===== src/rtl/uart_pkg.sv =====
// rtl/uart_pkg.sv - shared types and constants for the UART transmitter
package uart_pkg;

    typedef enum logic [2:0] {
        ST_IDLE,
        ST_START,
        ST_DATA,
        ST_PARITY,
        ST_STOP
    } tx_state_e;

    localparam int PAR_NONE = 0;
    localparam int PAR_ODD  = 1;
    localparam int PAR_EVEN = 2;

    function automatic logic parity_bit(input logic data_xor, input int mode);
        return (mode == PAR_ODD) ? ~data_xor : data_xor;
    endfunction

endpackage


===== src/rtl/sync_fifo.sv =====
// rtl/sync_fifo.sv - single-clock show-ahead FIFO holding words awaiting transmission
module sync_fifo #(
    parameter int WIDTH = 8,
    parameter int DEPTH = 8
) (
    input  logic                     clk,
    input  logic                     reset,
    input  logic                     push,
    input  logic                     pop,
    input  logic [WIDTH-1:0]         wdata,
    output logic [WIDTH-1:0]         rdata,
    output logic                     full,
    output logic                     empty,
    output logic [$clog2(DEPTH):0]   count
);

    localparam int AW = $clog2(DEPTH);

    logic [WIDTH-1:0] mem_q [DEPTH];
    logic [AW-1:0]    wr_ptr_q;
    logic [AW-1:0]    rd_ptr_q;
    logic [AW:0]      count_q;
    logic [AW:0]      count_d;
    logic             do_push;
    logic             do_pop;

    assign do_push = push && !full;
    assign do_pop  = pop && !empty;

    always_comb begin
        count_d = count_q;
        case ({do_push, do_pop})
            2'b10:   count_d = count_q + 1'b1;
            2'b01:   count_d = count_q - 1'b1;
            default: count_d = count_q;
        endcase
    end

    // Storage is not reset; only pointers and occupancy define content.
    always_ff @(posedge clk) begin
        if (do_push) begin
            mem_q[wr_ptr_q] <= wdata;
        end
    end

    always_ff @(posedge clk or posedge reset) begin
        if (reset) begin
            wr_ptr_q <= '0;
            rd_ptr_q <= '0;
            count_q  <= '0;
        end else begin
            if (do_push) begin
                wr_ptr_q <= wr_ptr_q + 1'b1;
            end
            if (do_pop) begin
                rd_ptr_q <= rd_ptr_q + 1'b1;
            end
            count_q <= count_d;
        end
    end

    assign rdata = mem_q[rd_ptr_q];
    assign full  = (count_q == (AW+1)'(DEPTH));
    assign empty = (count_q == '0);
    assign count = count_q;

endmodule


===== src/rtl/uart_tx_fifo.sv =====
// rtl/uart_tx_fifo.sv - buffered UART transmitter with configurable frame format
module uart_tx_fifo
    import uart_pkg::*;
#(
    parameter int CLK_FREQ   = 100_000_000,
    parameter int BAUDRATE   = 57600,
    parameter int DATA_BITS  = 8,
    parameter int PARITY     = 0,
    parameter int STOP_BITS  = 1,
    parameter int FIFO_DEPTH = 8
) (
    input  logic                          clk,
    input  logic                          reset,
    input  logic [DATA_BITS-1:0]          tx_data,
    input  logic                          tx_valid,
    output logic                          tx_ready,
    output logic                          tx_out,
    output logic                          busy,
    output logic                          frame_done,
    output logic [$clog2(FIFO_DEPTH):0]   fifo_count
);

    localparam int DIV = CLK_FREQ / BAUDRATE;
    localparam int CW  = $clog2(DIV);

    tx_state_e              state_q, state_d;
    logic [CW-1:0]          baud_q, baud_d;
    logic [3:0]             bit_q, bit_d;
    logic [DATA_BITS-1:0]   shift_q, shift_d;
    logic                   par_q, par_d;
    logic                   tx_out_q, tx_out_d;
    logic                   busy_q, busy_d;
    logic                   done_q, done_d;
    logic                   rdy_en_q;

    logic                   fifo_full;
    logic                   fifo_empty;
    logic                   fifo_pop;
    logic [DATA_BITS-1:0]   fifo_rdata;
    logic                   bit_end;
    logic                   last_data;
    logic                   last_stop;
    logic                   load;

    sync_fifo #(
        .WIDTH (DATA_BITS),
        .DEPTH (FIFO_DEPTH)
    ) u_fifo (
        .clk   (clk),
        .reset (reset),
        .push  (tx_valid && tx_ready),
        .pop   (fifo_pop),
        .wdata (tx_data),
        .rdata (fifo_rdata),
        .full  (fifo_full),
        .empty (fifo_empty),
        .count (fifo_count)
    );

    assign bit_end   = (baud_q == CW'(DIV - 1));
    assign last_data = (bit_q == 4'(DATA_BITS - 1));
    assign last_stop = (bit_q == 4'(STOP_BITS - 1));

    always_ff @(posedge clk or posedge reset) begin
        if (reset) begin
            state_q  <= ST_IDLE;
            baud_q   <= '0;
            bit_q    <= '0;
            shift_q  <= '0;
            par_q    <= 1'b0;
            tx_out_q <= 1'b1;
            busy_q   <= 1'b0;
            done_q   <= 1'b0;
            rdy_en_q <= 1'b0;
        end else begin
            state_q  <= state_d;
            baud_q   <= baud_d;
            bit_q    <= bit_d;
            shift_q  <= shift_d;
            par_q    <= par_d;
            tx_out_q <= tx_out_d;
            busy_q   <= busy_d;
            done_q   <= done_d;
            rdy_en_q <= 1'b1;
        end
    end

    always_comb begin
        state_d = state_q;
        case (state_q)
            ST_IDLE:   if (!fifo_empty) state_d = ST_START;
            ST_START:  if (bit_end) state_d = ST_DATA;
            ST_DATA:   if (bit_end && last_data)
                           state_d = (PARITY != PAR_NONE) ? ST_PARITY : ST_STOP;
            ST_PARITY: if (bit_end) state_d = ST_STOP;
            ST_STOP:   if (bit_end && last_stop)
                           state_d = fifo_empty ? ST_IDLE : ST_START;
            default:   state_d = ST_IDLE;
        endcase
    end

    // Line outputs are registered from the current state, so they trail it by one cycle.
    always_comb begin
        load = ((state_q == ST_IDLE) && !fifo_empty) ||
               ((state_q == ST_STOP) && bit_end && last_stop && !fifo_empty);
        fifo_pop = load;

        baud_d = '0;
        if ((state_q != ST_IDLE) && !bit_end) begin
            baud_d = baud_q + 1'b1;
        end

        bit_d = bit_q;
        if (bit_end) begin
            bit_d = (((state_q == ST_DATA) && !last_data) ||
                     ((state_q == ST_STOP) && !last_stop)) ? bit_q + 1'b1 : '0;
        end

        shift_d = shift_q;
        par_d   = par_q;
        if (load) begin
            shift_d = fifo_rdata;
            par_d   = parity_bit(^fifo_rdata, PARITY);
        end else if ((state_q == ST_DATA) && bit_end) begin
            shift_d = shift_q >> 1;
        end

        case (state_q)
            ST_START:  tx_out_d = 1'b0;
            ST_DATA:   tx_out_d = shift_q[0];
            ST_PARITY: tx_out_d = par_q;
            default:   tx_out_d = 1'b1;
        endcase

        busy_d = (state_q != ST_IDLE);
        done_d = (state_q == ST_STOP) && bit_end && last_stop;
    end

    assign tx_ready   = rdy_en_q && !fifo_full;
    assign tx_out     = tx_out_q;
    assign busy       = busy_q;
    assign frame_done = done_q;

endmodule


===== config.mk =====
export PLATFORM = sky130hd
export DESIGN_NAME = uart_tx_fifo
export DESIGN_NICKNAME = d
export VERILOG_FILES = /design/src/rtl/uart_pkg.sv /design/src/rtl/sync_fifo.sv /design/src/rtl/uart_tx_fifo.sv
export SDC_FILE = /design/constraint.sdc
export NUM_CORES = 1
export LEC_CHECK = 0
export CORE_UTILIZATION = 45
export DETAILED_ROUTE_END_ITERATION = 16
export HOLD_SLACK_MARGIN = 0.08
export MAX_ROUTING_LAYER = met4
export PLACE_DENSITY_LB_ADDON = 0.05
export SETUP_SLACK_MARGIN = 0.4
export SLEW_MARGIN = 20
export SYNTH_ARGS = -nofsm -noshare
export SYNTH_HDL_FRONTEND = slang
export SYNTH_HIERARCHICAL = 1
export SYNTH_SLANG_ARGS = --single-unit

===== constraint.sdc =====
create_clock -name clk -period 5.5 [get_ports clk]
set_clock_uncertainty 0.2 [all_clocks]
set_input_delay 0.825 -clock clk [delete_from_list [all_inputs] [get_ports clk]]
set_output_delay 0.825 -clock clk [all_outputs]
set_load 0.05 [all_outputs]

==> impl_metrics.json, run 1 <==
{
  "cts_inserted_buffers": 9,
  "ios": 19,
  "crit_type": "reg2reg",
  "tightestPinTransition_ns": 1.09,
  "postCtsHoldBufs": 0,
  "synth-compound-area-share": 0.0325,
  "dr.pass1.iters": 4,
  "wirelength_mm": 8.16,
  "synth_top_flop_cell": "edfxtp_1",
  "start_util": 0.465,
  "antenna_cells": 0,
  "yosysUniqueCellTypes": 54,
  "syn2layout_area_growth_pct": 9.87,
  "reg2regPathDepth": 11,
  "synth.largest_area_cell": "edfxtp_1",
  "syn_area_um2": 4820,
  "hold_depth": 1,
  "wl_per_cell_um": 17.4,
  "hold_violations": 0,
  "async_flop_share": 0.390,
  "clock_latency_ns": 0.37,
  "ant_nets": 0,
  "dp_slack_ns": 1.78,
  "core-area_um2": 10400,
  "layout_common_cells": "edfxtp_1, dfrtp_1, nor2_1",
  "cp_slowest_cell": "or4b_2",
  "power_per_cell_area_nw_per_um2": 315,
  "period_share": 0.677,
  "path_buf_inv": 2,
  "grt_max_degree": 32,
  "ys_top_cells_by_area": "edfxtp_1, dfrtp_1, mux4_1, mux2_2, xnor2_1",
  "grt_use_total": 0.167,
  "cp-end-kind": "flip-flop",
  "p_leak_nw": 2.01,
  "stdcell_area_um2": 5290,
  "maxSlewHeadroom": 0.274,
  "yosysTopAreaCellShare": 0.399,
  "fmax_ghz": 0.269,
  "arrival_ns": 3.76,
  "die_h_um": 105,
  "path_clk_slew_ns": 0.10,
  "htree_levels": 3,
  "postSynthCellCount": 310,
  "peakVddDrop_uv": 198,
  "outcome": "finished, final reports clean",
  "final_nets": 349,
  "drv_slew": 0,
  "rsz0062_at_grt": "no",
  "min_period_ns": 3.72,
  "num_rows": 37,
  "crit_family": "simple AND/OR/NAND/NOR gates",
  "layout_setup_ws_ns": 1.78,
  "synth_edf_count": 64,
  "clock-sinks": 105,
  "worstPathRequired_ns": 5.54,
  "drive_gt1_frac": 0.165,
  "yosysSeqAreaShare": 0.612,
  "syn-num-nets": 330,
  "final_common_cell": "edfxtp_1",
  "die-area_um2": 11100,
  "die_w_um": 105,
  "synthMuxAreaShare": 0.158,
  "post_cts.repair.setup_buffers": 0,
  "cp_max_fo": 11,
  "vias_per_cell": 5.34,
  "synthSimpleGateAreaFrac": 0.107,
  "avgSynthCellArea_um2": 15.5,
  "first_global_vias": 2551,
  "crit_path_max_incr_delay_ns": 0.62,
  "clockBufferDepth": 2,
  "clock-root-buffer": "clkbuf_8",
  "num_vias": 2508,
  "port_buffers": 18,
  "postCtsResizedCells": 0,
  "final-setup-viol-count": 0,
  "holdWs_ns": 0.288,
  "cap_viol_max_count": 0,
  "crit_chain": "nor4_1 -> nor3_1 -> a21bo_1 -> inv_1 -> o41ai_2 -> inv_1 -> ha_1 -> ha_1 -> or4b_2 -> o311ai_0 -> o211ai_1",
  "place_hpwl_mm": 5.22,
  "synth_top_family_by_area": "multiplexers",
  "hold_class": "reg2reg",
  "synth-xor-area-share": 0.0400,
  "crit_path_start_kind": "flip-flop",
  "cts_tree": "done",
  "synthAdderAreaFrac": 0.0249,
  "synth_warnings": 6,
  "ys_ff_latch": 105,
  "drc": 0,
  "gr-total-overflow": 0,
  "place.gp.congestion": 0.750,
  "drt_iter0_markers": 81,
  "worst-path-stages": 11,
  "place_area_um2": 5110,
  "setup_tns_ns": 0,
  "grt_pass1_wl_mm": 13.3,
  "antenna_found_initial": 0
}
-- power breakdown --
group / total (W) / switching [W] / internal (W)
Sequential: 0.000958 / 0.0000551 / 0.000903
Combinational: 0.000266 / 0.000161 / 0.000105
Clock: 0.000441 / 0.000267 / 0.000174
-- logic make-up after synthesis --
logic type,after synthesis
buffers and inverters,23
adders and majority gates,9
DFF,105
muxes,44
xor gates and xnor gates,22
and+or+nand+nor,86
other,1
AOI/OAI and AO/OA,20
-- routing by layer --
| layer | track usage | wire (µm) |
|---|---|---|
| met1 | 0.200 | 3710 |
| met4 | 0.0724 | 178 |
| met2 | 0.272 | 4050 |
| met3 | 0.0402 | 221 |
| met5 | - | 0 |
-- state kept, by name, summed over array words and instances (netlist names) --
signal / flops
baud_q: 11
bit_q: 4
busy: 1
frame_done: 1
par_q: 1
rdy_en_q: 1
shift_q: 8
state_q: 3
tx_out: 1
u_fifo/count: 4
u_fifo/mem_q: 64
u_fifo/rd_ptr_q: 3
u_fifo/wr_ptr_q: 3
-- cell type report --
cell class / instances / area, µm²
fill: 903 / 5080
sequential: 105 / 2950
multi-input combinational: 182 / 1760
timing repair buffer: 19 / 188
tap: 136 / 170
clock buffer: 10 / 128
clock inverter: 6 / 56.3
inverter: 12 / 45.0
-- final timing paths --
kind / from / end / slack (ns)
min in group asynchronous: reset / u_fifo/rd_ptr_q[1]$_DFFE_PP0P_ / 0.57
worst min register to register: baud_q[0]$_DFF_PP0_ / baud_q[0]$_DFF_PP0_ / 0.29
max in group asynchronous: reset / tx_out$_DFF_PP1_ / 4.11
worst max-delay path: u_fifo/count[0]$_DFFE_PP0P_ / u_fifo/count[3]$_DFFE_PP0P_ / 1.78
worst max register to register: u_fifo/count[0]$_DFFE_PP0P_ / u_fifo/count[3]$_DFFE_PP0P_ / 1.78
worst min-delay path: baud_q[0]$_DFF_PP0_ / baud_q[0]$_DFF_PP0_ / 0.29
-- per-stage QoR --
stage,power (W),std cells,util
floorplan,0.00115,310,-
global placement,0.00124,454,0.493
detailed placement,0.00125,454,0.493
CTS,0.00170,470,0.510
global route,0.00176,470,0.510
finish,0.00166,470,0.510
-- Yosys cell counts, types with 3 or more instances --
master	n
clkbuf_1	4
and3_1	4
xor2_1	7
nand4_1	4
buf_2	3
edfxtp_1	64
nor3_1	5
dfrtp_1	40
xnor2_1	15
nand2_1	14
nor2_1	23
o21ai_0	3
nand3_1	7
inv_1	12
ha_1	8
mux4_1	16
nor3b_1	3
mux2_4	7
mux2_2	18
a21oi_1	4
nand2b_1	5
nor2b_1	3
(Power assumes the default switching activity.)
==> run 2: changes to the inputs <==
==> constraint.sdc (replaced) <==
create_clock -name clk -period 3.37 [get_ports clk]
set_clock_uncertainty 0.2 [all_clocks]
set_input_delay 0.5055 -clock clk [delete_from_list [all_inputs] [get_ports clk]]
set_output_delay 0.5055 -clock clk [all_outputs]
set_load 0.05 [all_outputs]
==> impl_metrics.json, run 2 (synthesis gave the netlist of run 1 again) <==
{
  "clock-sinks": 105,
  "holdWs_ns": 0.233,
  "path_buf_inv": 1,
  "wirelength_mm": 8.35,
  "core-area_um2": 10400,
  "ant_nets": 0,
  "die-area_um2": 11100,
  "path_clk_slew_ns": 0.10,
  "dr.pass1.iters": 4,
  "port_buffers": 18,
  "postCtsHoldBufs": 0,
  "reg.largest.list": "u_fifo/mem_q: 64 flops, baud_q: 11 flops, shift_q: 8 flops",
  "place_hpwl_mm": 5.34,
  "crit_chain": "or4b_4 -> inv_2 -> nor2b_4 -> and2_4 -> nand2_4 -> ha_4 -> ha_4 -> or4b_4 -> o311ai_2 -> o211ai_1",
  "peakVddDrop_uv": 272,
  "die_h_um": 105,
  "arrival_ns": 2.96,
  "grt_max_degree": 32,
  "drv_slew": 0,
  "antenna_found_initial": 0,
  "hold_class": "in2async",
  "die_w_um": 105,
  "clock-root-buffer": "clkbuf_8",
  "drive_gt1_frac": 0.243,
  "final_common_cell": "edfxtp_1",
  "worst-path-stages": 10,
  "num_rows": 37,
  "num_vias": 2541,
  "worst_r2r_endpoint": "u_fifo/count[3]$_DFFE_PP0P_",
  "clock_latency_ns": 0.37,
  "rsz0062_at_grt": "yes",
  "cp_slowest_cell": "or4b_4",
  "cap_viol_max_count": 0,
  "hold_violations": 0,
  "largest_register": "u_fifo/mem_q",
  "r2r_setup_slack_ns": 0.46,
  "drc": 0,
  "cp-end-kind": "flip-flop",
  "crit_type": "reg2reg",
  "maxSlewHeadroom": 0.662,
  "grt_pass1_wl_mm": 13.7,
  "fmax_ghz": 0.344,
  "crit_path_start_kind": "flip-flop",
  "period_share": 0.863,
  "vias_per_cell": 5.19,
  "start_util": 0.465,
  "r2r_start": "u_fifo/count[2]$_DFFE_PP0P_",
  "reg2regPathDepth": 10,
  "crit_path_max_incr_delay_ns": 0.59,
  "htree_levels": 3,
  "gr-total-overflow": 0,
  "syn2layout_area_growth_pct": 14.2,
  "tightestPinTransition_ns": 0.505,
  "cts_inserted_buffers": 9,
  "numPlacedInstances": 466,
  "setup_tns_ns": 0,
  "instances_no_fill": 490,
  "antenna_cells": 0,
  "ios": 19,
  "final_nets": 369,
  "layout_common_cells": "edfxtp_1, dfrtp_1, nor2_1",
  "first_global_vias": 2581,
  "wl_per_cell_um": 17.0,
  "cts_tree": "done",
  "power_per_cell_area_nw_per_um2": 501,
  "p_leak_nw": 2.10,
  "place.gp.congestion": 0.740,
  "final-setup-viol-count": 0,
  "crit_family": "simple AND/OR/NAND/NOR gates",
  "worstPathRequired_ns": 3.42,
  "cp_max_fo": 8,
  "largest_reg_flops": 64,
  "p_total_w": 0.00275,
  "clockBufferDepth": 2,
  "grt_use_total": 0.172,
  "min_period_ns": 2.91,
  "drt_iter0_markers": 88,
  "outcome": "finished, final reports clean"
}
==> run 2: cell count changes in the layout (fill, tap and decap cells not counted), moves of 3 or more <==
cell / previous run / this run
inv_1: 12 / 8
inv_2: 0 / 4
ha_1: 8 / 5
buf_4: 1 / 21
dfrtp_2: 0 / 3
dfrtp_1: 40 / 36
==> run 2: layout make-up <==
cell class	count	area, µm²
Inverter	12	45.0
Fill cell	869	4870
Tap cell	136	170
Clock buffer	11	131
Timing Repair Buffer	39	337
Multi-Input combinational cell	182	1820
Clock inverter	5	37.5
Sequential cell	105	2960
==> run 2: worst max path at each step <==
| stage | startpoint | to | slack (ns) |
|---|---|---|---|
| detailed placement | bit_q[0]$_DFFE_PP0P_ | u_fifo/count[3]$_DFFE_PP0P_ | 0.40 |
| global route | bit_q[0]$_DFFE_PP0P_ | u_fifo/count[3]$_DFFE_PP0P_ | 0.35 |
| CTS | bit_q[0]$_DFFE_PP0P_ | u_fifo/count[3]$_DFFE_PP0P_ | 0.40 |
| global placement | bit_q[0]$_DFFE_PP0P_ | u_fifo/count[3]$_DFFE_PP0P_ | 0.44 |
| floorplan | u_fifo/count[2]$_DFFE_PP0P_ | u_fifo/count[3]$_DFFE_PP0P_ | 0.37 |
| finish | u_fifo/count[2]$_DFFE_PP0P_ | u_fifo/count[3]$_DFFE_PP0P_ | 0.46 |
==> run 2: layer usage <==
layer	wire, µm	GRT usage
met5	0	-
met4	113	0.0573
met3	209	0.0390
met2	4240	0.282
met1	3780	0.212
==> run 2: timing repair <==
| action | in CTS | in global routing |
|---|---|---|
| setup endpoints to repair | 2 | 1 |
| cloned | 0 | 0 |
| pin swaps | 0 | 6 |
| resized for setup | 2 | 4 |
| buffers inserted | 1 | 7 |
==> run 2: power by group <==
| part | switching (W) | internal (W) | total, W |
|---|---|---|---|
| logic | 0.000268 | 0.000201 | 0.000469 |
| registers | 0.000104 | 0.00148 | 0.00158 |
| clock network | 0.000426 | 0.000275 | 0.000702 |
==> run 2: stage by stage <==
| stage | util | instance area, µm² | setup WS, ns |
|---|---|---|---|
| floorplan | - | 4890 | 0.370 |
| global placement | 0.507 | 5250 | 0.438 |
| detailed placement | 0.507 | 5250 | 0.400 |
| CTS | 0.524 | 5440 | 0.402 |
| global route | 0.530 | 5500 | 0.350 |
| finish | 0.530 | 5500 | 0.462 |
